==> src/rtl/weight_load_ctrl.sv <==
// ---------------------------------------------------------------------------
// weight_load_ctrl
//   Fills a bank of NUM_LANES weight_reg lanes from a single valid/ready
//   weight stream. Each accepted beat is presented on the shared weight bus
//   one cycle later together with a one-hot reload strobe. Lanes are filled in
//   ascending order starting at lane 0.
//
// Ports
//   clk           : clock, rising edge
//   rst           : asynchronous active-high reset
//   start         : single-cycle request to begin a load sequence
//   load_count    : number of lanes to load, sampled when start is accepted
//   abort         : cancel the sequence in progress
//   w_valid       : weight stream valid
//   w_data        : weight stream data (signed)
//   w_ready       : weight stream ready (combinational)
//   weight_bus    : shared weight_in for all lanes (registered)
//   weight_reload : one-hot per-lane reload strobes (registered)
//   busy          : sequence in progress (LOAD / DRAIN)
//   done          : one-cycle pulse on normal completion
//   err           : one-cycle pulse when start carries an illegal load_count
// ---------------------------------------------------------------------------
module weight_load_ctrl #(
    parameter  int NUM_LANES = 4,
    parameter  int WEIGHT_BW = 8,
    localparam int CNT_BW    = $clog2(NUM_LANES) + 1
) (
    input  logic                        clk,
    input  logic                        rst,
    input  logic                        start,
    input  logic [CNT_BW-1:0]           load_count,
    input  logic                        abort,
    input  logic                        w_valid,
    input  logic signed [WEIGHT_BW-1:0] w_data,
    output logic                        w_ready,
    output logic signed [WEIGHT_BW-1:0] weight_bus,
    output logic [NUM_LANES-1:0]        weight_reload,
    output logic                        busy,
    output logic                        done,
    output logic                        err
);

    typedef enum logic [1:0] {
        ST_IDLE  = 2'd0,
        ST_LOAD  = 2'd1,
        ST_DRAIN = 2'd2,
        ST_DONE  = 2'd3
    } state_t;

    state_t                       state_r;
    state_t                       state_next_s;
    logic [CNT_BW-1:0]            lane_cnt_r;
    logic [CNT_BW-1:0]            count_r;
    logic signed [WEIGHT_BW-1:0]  weight_bus_r;
    logic [NUM_LANES-1:0]         weight_reload_r;
    logic                         busy_r;
    logic                         done_r;
    logic                         err_r;

    logic                         accept_s;
    logic                         last_beat_s;
    logic                         count_ok_s;
    logic                         start_idle_s;

    // One-hot strobe for a lane index.
    function automatic logic [NUM_LANES-1:0] lane_onehot(input logic [CNT_BW-1:0] idx);
        lane_onehot = {{(NUM_LANES-1){1'b0}}, 1'b1} << idx;
    endfunction

    assign w_ready       = (state_r == ST_LOAD) && !abort;
    assign accept_s      = w_valid && w_ready;
    assign start_idle_s  = (state_r == ST_IDLE) && start;
    assign count_ok_s    = (load_count != {CNT_BW{1'b0}}) &&
                           (load_count <= CNT_BW'(NUM_LANES));
    // count_r is at least 1 whenever LOAD is active, so the subtraction cannot wrap.
    assign last_beat_s   = (lane_cnt_r == (count_r - {{(CNT_BW-1){1'b0}}, 1'b1}));

    assign weight_bus    = weight_bus_r;
    assign weight_reload = weight_reload_r;
    assign busy          = busy_r;
    assign done          = done_r;
    assign err           = err_r;

    // Next-state decode for the load sequencer.
    always_comb begin
        state_next_s = state_r;
        case (state_r)
            ST_IDLE: begin
                if (start && count_ok_s) begin
                    state_next_s = ST_LOAD;
                end else begin
                    state_next_s = ST_IDLE;
                end
            end
            ST_LOAD: begin
                if (abort) begin
                    state_next_s = ST_IDLE;
                end else if (accept_s && last_beat_s) begin
                    state_next_s = ST_DRAIN;
                end else begin
                    state_next_s = ST_LOAD;
                end
            end
            ST_DRAIN: begin
                if (abort) begin
                    state_next_s = ST_IDLE;
                end else begin
                    state_next_s = ST_DONE;
                end
            end
            ST_DONE: begin
                state_next_s = ST_IDLE;
            end
            default: begin
                state_next_s = ST_IDLE;
            end
        endcase
    end

    // State register.
    always_ff @(posedge clk or posedge rst) begin
        if (rst) begin
            state_r <= ST_IDLE;
        end else begin
            state_r <= state_next_s;
        end
    end

    // Latched lane count and lane counter; counter advances once per accepted beat.
    always_ff @(posedge clk or posedge rst) begin
        if (rst) begin
            count_r    <= {CNT_BW{1'b0}};
            lane_cnt_r <= {CNT_BW{1'b0}};
        end else if (start_idle_s && count_ok_s) begin
            count_r    <= load_count;
            lane_cnt_r <= {CNT_BW{1'b0}};
        end else if (accept_s) begin
            lane_cnt_r <= lane_cnt_r + {{(CNT_BW-1){1'b0}}, 1'b1};
        end
    end

    // Weight bus and reload strobe: a beat accepted this cycle is driven next cycle;
    // the bus holds its last value through bubbles.
    always_ff @(posedge clk or posedge rst) begin
        if (rst) begin
            weight_bus_r    <= {WEIGHT_BW{1'b0}};
            weight_reload_r <= {NUM_LANES{1'b0}};
        end else if (accept_s) begin
            weight_bus_r    <= w_data;
            weight_reload_r <= lane_onehot(lane_cnt_r);
        end else begin
            weight_reload_r <= {NUM_LANES{1'b0}};
        end
    end

    // Registered status flags derived from the upcoming state.
    always_ff @(posedge clk or posedge rst) begin
        if (rst) begin
            busy_r <= 1'b0;
            done_r <= 1'b0;
            err_r  <= 1'b0;
        end else begin
            busy_r <= (state_next_s == ST_LOAD) || (state_next_s == ST_DRAIN);
            done_r <= (state_next_s == ST_DONE);
            err_r  <= start_idle_s && !count_ok_s;
        end
    end

endmodule

==> config.mk <==
export PLATFORM = sky130hd
export DESIGN_NAME = weight_load_ctrl
export DESIGN_NICKNAME = d
export VERILOG_FILES = /design/src/rtl/weight_load_ctrl.sv
export SDC_FILE = /design/constraint.sdc
export NUM_CORES = 1
export LEC_CHECK = 0
export ABC_AREA = 1
export ABC_CLOCK_PERIOD_IN_PS = 3550
export CAP_MARGIN = 15
export CORE_UTILIZATION = 35
export CTS_CLUSTER_DIAMETER = 30
export CTS_CLUSTER_SIZE = 10
export DETAILED_ROUTE_END_ITERATION = 10
export PLACE_DENSITY = 0.64
export SYNTH_ARGS = -nofsm -noshare
export SYNTH_HDL_FRONTEND = slang
export SYNTH_SLANG_ARGS = --single-unit
==> constraint.sdc <==
create_clock -name clk -period 3.55 [get_ports clk]
set_input_delay 0.71 -clock clk [delete_from_list [all_inputs] [get_ports clk]]
set_output_delay 0.71 -clock clk [all_outputs]
set_load 0.02 [all_outputs]
# Yosys cells after proc, flatten, opt, wreduce, memory -nomap -nowiden
# Index checks and enable logic that the tools add are counted.
# Widths: inputs -> output; s select.
dict set report totals {
  out_inout_bits 16
  reg_bits 23
  wordCells 41
}
dict set report classes {
  shift 1
  mux 8
  magnitude_cmp 1
  n_reduce_logical 14
  n_addsub 2
  eq_ne 7
}
# operator count
set ops {}
lappend ops {{$eq 2x2->1 const B} 4}
lappend ops {{$logic_and 1x1->1} 8}
lappend ops {{$pmux 2 s4} 1}
lappend ops {{$mux 2} 3}
lappend ops {{$mux 3} 2}
lappend ops {{$eq 2x1->1 const B} 2}
lappend ops {{$mux 4} 1}
lappend ops {{$shl 1x3->4 const A} 1}
lappend ops {{$add 3x1->3 const B} 1}
lappend ops {{$eq 3x3->1} 1}
lappend ops {{$le 3x3->1 const B} 1}
lappend ops {{$reduce_bool 3->1} 1}
lappend ops {{$sub 3x1->3 const B} 1}
lappend ops {{$logic_not 1->1} 2}
lappend ops {{$logic_not 2->1} 1}
lappend ops {{$reduce_bool 2->1} 1}
lappend ops {{$logic_or 1x1->1} 1}
lappend ops {{$mux 1} 1}

# Depth between registers and ports, before layout
# Gate-level depths: netlist (run 1).
dict set report depth {
  depth_word 9
  ltp_mapped 12
  mapped_depth_nobuf 12
}

# Least setup slack after synthesis (run 1)
# OpenSTA, ideal clock, no wires.
dict set report synth_path {
  path_kind {input -> output}
  from {input abort}
  to {output w_ready}
  required_ns 2.840
  arrival_time_ns 1.007
  path_stages 3
  path_slack_ns 1.833
  n_path_buf 0
  path_cell_list {inv_1 -> nand2_1 -> inv_1}
}
dict set report synth_via {
  elab_chain_cells 2
}
# item line
set synth_lines {}
lappend synth_lines {{start: declaration} 32} ;# input logic abort,
lappend synth_lines {{$logic_not 1->1} 70} ;# assign w_ready = (state_r == ST_LOAD) && !abort;
lappend synth_lines {{$logic_and 1x1->1} 70}
lappend synth_lines {{end: declaration} 35} ;# output logic w_ready,
# Every way passes these cells.

# Worst setup path in the final report (run 1)
# Same ends and word-level chain as after synthesis.

==> results of run 1 <==
layer usage:
metal	vias up	GRT usage	routed length, um
met5	-	0	0
met4	0	0.09184	65
met3	5	0.01339	46
met2	18	0.2184	925
met1	391	0.1664	924
li1	444	-	-
worst max-delay path by stage:
stage,from,end,slack [ns],cells after the start
final,abort,w_ready,0.86,5
after global routing,abort,w_ready,0.81,5
after CTS,abort,w_ready,0.86,5
after detailed placement,abort,w_ready,0.86,5
after global placement,abort,w_ready,0.88,5
after floorplan,abort,w_ready,1.83,3
power breakdown:
group / switching (W) / total [W] / internal, W
registers: 0.0000467 / 0.000383 / 0.000336
logic: 0.000209 / 0.000386 / 0.000177
clock network: 0.0000786 / 0.000123 / 0.0000440
total: 0.000334 / 0.000891 / 0.000557
flip-flops by register name (all words and copies together), names as in the netlist:
register / cells
weight_bus: 8
weight_reload: 4
count_r: 3
lane_cnt_r: 3
state_r: 2
busy: 1
done: 1
err: 1
cell type report:
cell class,instances,share of cell area
clock buffers,4,0.01813
multi-input cells,84,0.2945
inverters,19,0.04922
flip-flops and latches,23,0.3972
well taps,31,0.02677
repair buffers,31,0.2142
logic make-up after synthesis:
| group | after synthesis | synth area share |
|---|---|---|
| adders and majority gates | 7 | 0.08036 |
| and+or+nand+nor | 72 | 0.2882 |
| DFF | 23 | 0.5281 |
| AOI/OAI and AO/OA | 5 | 0.02295 |
| buffers and inverters | 21 | 0.08036 |
metrics by stage:
stage            util  hold WS (ns)  setup slack [ns]
2_1_floorplan       -        0.4638             1.833
3_3_place_gp   0.4987        0.4636            0.8804
3_5_place_dp   0.4987        0.4645            0.8592
4_1_cts        0.5079        0.4964            0.8574
5_1_grt        0.5079        0.5187            0.8084
6_report       0.5079        0.4877            0.8608
critical path: stages:
cell and delay, ns:
clkdlybuf4s50_1 0.42, inv_1 0.11, nand2_1 0.07, inv_1 0.07, clkdlybuf4s50_1 0.60
cell usage after synthesis:
master   count  share of area
o21ai_0      3          0.014
nor3_1       1         0.0046
nor3_2       1         0.0092
ha_1         7          0.080
dfrtp_1     23           0.53
nor2_4       2          0.021
nand3_4      1          0.016
nand3_1      2         0.0092
nand2_1     52           0.18
nor2_2       1         0.0057
nor2_1      11          0.038
inv_2        2         0.0069
inv_1       17          0.059
o21ai_1      1         0.0046
or2_0        1         0.0057
buf_2        1         0.0046
buf_6        1          0.010
a21oi_1      1         0.0046
==> metrics.log, run 1 <==
[metrics] most common cell after layout, fill and taps aside: nand2_1
[metrics] final weighted congestion of routability-driven global placement: 0.7645
[metrics] filler-free cell count of the finished design: 192
[metrics] overall power: 0.0008913 W
[metrics] Final Hold Viols: 0
[metrics] number of library cell types mapped by synthesis: 18
[metrics] area taken by flip-flops and latches: 575.6 sq um
[metrics] commonest non-fill, non-tap cells in the layout: nand2_1 (52), clkdlybuf4s50_1 (31), dfrtp_1 (23)
[metrics] share of the yosys chip area belonging to registers: 0.5281
[metrics] Clock Skews: 0.01291 ns
[metrics] count of final setup violators: 0
[metrics] violated checks: design-rule violations
[metrics] unrepaired setup endpoints after global routing: false
[metrics] Ant. Diodes: 0
[metrics] Sink Count: 23
[metrics] number of primary I/O pins: 32
[metrics] Hold Crit Endpoint: weight_bus[3]
[metrics] GRT Overall Usage: 0.1336
[metrics] post-route cell area: around 1400 sq um
[metrics] number of instances in the synthesized netlist: 128
[metrics] class of the tightest hold or removal check: reg -> reg
[metrics] Avg Synthesized Cell Area: 8.514 sq um
[metrics] run status: finished, violations left
[metrics] total wire length after detailed routing: 1.962 mm
[metrics] clock period minus worst slack: around 2.7 ns
[metrics] Remaining Overflow, GRT: 0
[metrics] number of standard-cell rows in the floorplan: 19
[metrics] number of buffers added on ports: 31
[metrics] Post-Route Setup TNS: 0 ns
[metrics] Max-Cap Viols: 0
[metrics] post-route antenna net violation count: 0
[metrics] reg2reg path depth: 11
[metrics] number of filler cells placed in the layout: 283
[metrics] clock latency on the worst-skew pair: 0.32 ns
[metrics] number of cells on the worst hold path: 2
[metrics] post-cts gate resize count: 0
[metrics] number of buffers between clock root and the deepest sink: 2
[metrics] buffer cell driving the clock tree root: clkbuf_4
[metrics] height of the die: 57.80 um
[metrics] Worst Path Arrival: roughly 2.0 ns
[metrics] total CTS buffers: 3
[metrics] final worst-path cycle share: 0.7575
[metrics] per-cell routed wire length: 10.22 um
[metrics] CTS tree: done
[metrics] Warnings, synthesis: 0
[metrics] R2R Setup Slk: 1.93 ns
[metrics] Least-Margin Pin Slew: roughly 0.84 ns
[metrics] source of the worst register-to-register timing path: count_r[0]
[metrics] Post-CTS Setup Repair Bufs: 0
[metrics] wire length of the first global-routing pass: 3.387 mm
[metrics] placed cell areas: 1423 sq um
[metrics] DRC marker count from the first detailed-route iteration: 11
[metrics] HPWL after detailed placement: 1.443 mm
[metrics] Clk pin slew, worst setup/hold paths: between 0.1 and 0.15 ns
[metrics] post-detailed-route DRC marker count: 1
[metrics] maximum number of pins on one net before global-route repair: 24
[metrics] die footprint: about 3300 sq um
[metrics] element type at the critical path start: input pin
[metrics] Static Leakage: 0.7483 nW
[metrics] die extent in x: 57.80 um
[metrics] type of the worst setup path: in -> out
[metrics] via count of the first global-routing pass: 804
[metrics] reg2reg end: busy
[metrics] Critical Path RT: 2.84 ns
[metrics] area of the mapped netlist: 1090 sq um
[metrics] first-pass detailed-route iteration total: 7
[metrics] Vias: about 860
[metrics] standard cell core area: 2853 sq um
[metrics] critical-path maximum fanout: 2
[metrics] synthesized net count: 151
[metrics] synthesis-stage register bit count: 23
[metrics] top achievable clock speed: around 370 MHz
[metrics] initial antenna violation count: 0
[metrics] Synth-to-Final Area Change: 32.95%
[metrics] multi-input combinational cell area: about 430 sq um
[metrics] share of layout cells above drive strength 1: 0.06211
[metrics] # placed instances: 188
[metrics] critical path capture point type: output pin
[metrics] hold-fix buffers at CTS: 0
[metrics] cell area power density: 615.2 nW/um^2
[metrics] Starting Density: 0.3820
[metrics] headroom to the max-slew limit: 0.4401
[metrics] DR vias/cell: 4.469
[metrics] number of pins exceeding their max-slew limit in the final report: 0
[metrics] worst ir drop on vdd: about 0.00036 V
[metrics] origin of the worst min-delay path: weight_bus[3]
[metrics] final-stage net count: 185
[metrics] Clock H-tree levels: 1
Power figures use the tool's default switching activity.
==> inputs of run 2 (changes only) <==
--- a/config.mk
+++ b/config.mk
@@ -6,7 +6,7 @@
 export NUM_CORES = 1
 export LEC_CHECK = 0
 export ABC_AREA = 1
-export ABC_CLOCK_PERIOD_IN_PS = 3550
+export ABC_CLOCK_PERIOD_IN_PS = 2600
 export CAP_MARGIN = 15
 export CORE_UTILIZATION = 35
 export CTS_CLUSTER_DIAMETER = 30
==> constraint.sdc (replaced) <==
create_clock -name clk -period 2.6 [get_ports clk]
set_input_delay 0.52 -clock clk [delete_from_list [all_inputs] [get_ports clk]]
set_output_delay 0.52 -clock clk [all_outputs]
set_load 0.02 [all_outputs]
==> run 2 against run 1 <==
  * The flow still finishes with violations (design-rule violations)
  * Final area up 0.52%
  * Non-clock buffer count grew 1
  * Cell count increased by 0.52%
  * Clock power is 33% higher
  * Power grew 37%
  * Sequential power increased by 37%
  * Clock skew decreased by 0.010 ns
  * Sequential share of layout area shrank 0.20 points
  * Register-to-register slack worse by 0.96 ns
==> metrics.log, run 2 (synthesis gave the netlist of run 1 again) <==
[metrics] Worst Path Arrival: about 1.8 ns
[metrics] Remaining Overflow, GRT: 0
[metrics] Final Hold Viols: 0
[metrics] clock period minus worst slack: 2.295 ns
[metrics] die footprint: about 3300 sq um
[metrics] post-detailed-route DRC marker count: 1
[metrics] Ant. Diodes: 0
[metrics] first-pass detailed-route iteration total: 7
[metrics] number of buffers between clock root and the deepest sink: 2
[metrics] max reg flops: 8
[metrics] portion of total power attributed to the clock network: 0.134
[metrics] GRT Overall Usage: 0.1305
[metrics] HPWL after detailed placement: 1.477 mm
[metrics] headroom to the max-slew limit: 0.8101
[metrics] Net Switching: between 0.0004 and 0.0005 W
[metrics] number of pins exceeding their max-slew limit in the final report: 0
[metrics] post-cts gate resize count: 0
[metrics] maximum number of pins on one net before global-route repair: 24
[metrics] final-stage net count: between 150 and 200
[metrics] top achievable clock speed: 435.8 MHz
[metrics] critical path capture point type: output pin
[metrics] buffer cell driving the clock tree root: clkbuf_4
[metrics] wire length of the first global-routing pass: 3.346 mm
[metrics] switching share of power: 0.3746
[metrics] Starting Density: 0.3820
[metrics] number of primary I/O pins: 32
[metrics] Post-CTS Setup Repair Bufs: 0
[metrics] run status: finished, violations left
[metrics] multi-input combinational cell area: 426.7 sq um
[metrics] element type at the critical path start: input pin
[metrics] violated checks: design-rule violations
[metrics] cell area power density: 837.2 nW/um^2
[metrics] standard cell core area: 2853 sq um
[metrics] Sink Count: 23
[metrics] Clk pin slew, worst setup/hold paths: around 0.12 ns
[metrics] worst ir drop on vdd: 0.0004508 V
[metrics] number of standard-cell rows in the floorplan: 19
[metrics] clock latency on the worst-skew pair: a little over 0.3 ns
[metrics] total CTS buffers: 3
[metrics] critical-path maximum fanout: 2
[metrics] class of the tightest hold or removal check: reg -> reg
[metrics] commonest non-fill, non-tap cells in the layout: nand2_1 (52), clkdlybuf4s50_1 (31), dfrtp_1 (23)
[metrics] DRC marker count from the first detailed-route iteration: 16
[metrics] Vias: around 870
[metrics] post-route antenna net violation count: 0
[metrics] final weighted congestion of routability-driven global placement: 0.7656
[metrics] DR vias/cell: 4.503
[metrics] CTS tree: done
[metrics] final worst-path cycle share: 0.8826
[metrics] initial antenna violation count: 0
[metrics] post-route cell area: 1456 sq um
[metrics] internal power: 0.0007626 W
[metrics] part of the total power dissipated in combinational logic: 0.435
[metrics] placed cell areas: 1430 sq um
[metrics] via count of the first global-routing pass: 821
[metrics] total wire length after detailed routing: 1.993 mm
[metrics] count of final setup violators: 0
[metrics] Post-Route Setup TNS: 0 ns
[metrics] Critical Path RT: 2.08 ns
[metrics] unrepaired setup endpoints after global routing: false
[metrics] Clock Skews: 0.002953 ns
[metrics] hold-fix buffers at CTS: 0
[metrics] Least-Margin Pin Slew: 0.2848 ns
[metrics] share of layout cells above drive strength 1: 0.06790
[metrics] Max-Cap Viols: 0
[metrics] height of the die: 57.80 um
[metrics] proportion of power drawn by flip-flops and latches: 0.431
[metrics] per-cell routed wire length: 10.33 um
[metrics] type of the worst setup path: in -> out
[metrics] number of filler cells placed in the layout: around 270
[metrics] number of buffers added on ports: 31
[metrics] Synth-to-Final Area Change: 33.64%
[metrics] die extent in x: about 58 um
[metrics] Static Leakage: roughly 0.75 nW
[metrics] Clock H-tree levels: 1
[metrics] most common cell after layout, fill and taps aside: nand2_1
[metrics] area taken by flip-flops and latches: 575.6 sq um
## run 2: cell types whose count changed in the layout (fill, tap and decap cells not counted), sizes merged
cell,change
buf,+1
## run 2: power by group through the flow
stage          combinational (W)  sequential [W]  clock (W)
2_1_floorplan           0.000231        0.000611          0
3_3_place_gp            0.000525        0.000527          0
3_5_place_dp            0.000536        0.000529          0
4_1_cts                 0.000538        0.000525   0.000167
5_1_grt                 0.000588        0.000540   0.000181
6_report                0.000530        0.000526   0.000163
## run 2: critical path, cell delays in order
cell and delay, ns:
clkdlybuf4s50_1 0.41, inv_1 0.11, nand2_1 0.07, inv_1 0.06, clkdlybuf4s50_1 0.60
## run 2: per-layer routing
metal,global-route usage,part of all wire
met5,0,0
met4,0.08163,0.014
met3,0.02009,0.022
met2,0.2200,0.49
met1,0.1556,0.47
## run 2: through the flow
stage	hold WS, ns	worst slack [ns]	std cells	utilization	total power, W
after floorplan	0.4638	1.098	128	-	0.0008416
after global placement	0.4638	0.3103	189	0.5013	0.001052
after detailed placement	0.4695	0.3014	189	0.5013	0.001065
after CTS	0.5006	0.3002	193	0.5105	0.001229
after global routing	0.5234	0.2278	193	0.5105	0.001310
final	0.4951	0.3051	193	0.5105	0.001219
## run 2: layout make-up
cell class | count | area share
clock buffers | 4 | 0.01804
inverters | 19 | 0.04897
multi-input cells | 84 | 0.2930
flip-flops and latches | 23 | 0.3952
well taps | 31 | 0.02663
repair buffers | 32 | 0.2182
## run 2: path summary, 6_finish.rpt
path	from	end	slack (ns)	cells past startpoint
max in group asynchronous	rst	weight_reload[1]	1.84	3
setup / recovery	abort	w_ready	0.31	5
setup reg to reg	count_r[0]	busy	0.97	11
hold reg to reg	weight_bus[6]	weight_bus[6]	0.50	2
min in group asynchronous	rst	weight_bus[4]	0.54	3
hold / removal	weight_bus[6]	weight_bus[6]	0.50	2
==> inputs of run 3 (changes only) <==
--- a/config.mk
+++ b/config.mk
@@ -12,6 +12,7 @@
 export CTS_CLUSTER_DIAMETER = 30
 export CTS_CLUSTER_SIZE = 10
 export DETAILED_ROUTE_END_ITERATION = 10
+export MAX_ROUTING_LAYER = met4
 export PLACE_DENSITY = 0.64
 export SYNTH_ARGS = -nofsm -noshare
 export SYNTH_HDL_FRONTEND = slang
==> results of run 3 <==
No change in the layout: final DEF, timing and power equal those of run 2.
Among the figures that moved: final weighted congestion in routability-driven placement 0.7656 -> 0.7757; wire length of the first global-routing pass 3346 um -> 3360 um; via count of the first global-routing pass 821 -> 817; overall routing resource usage 0.1305 -> 0.1359; met3 usage 0.02009 -> 0.02679
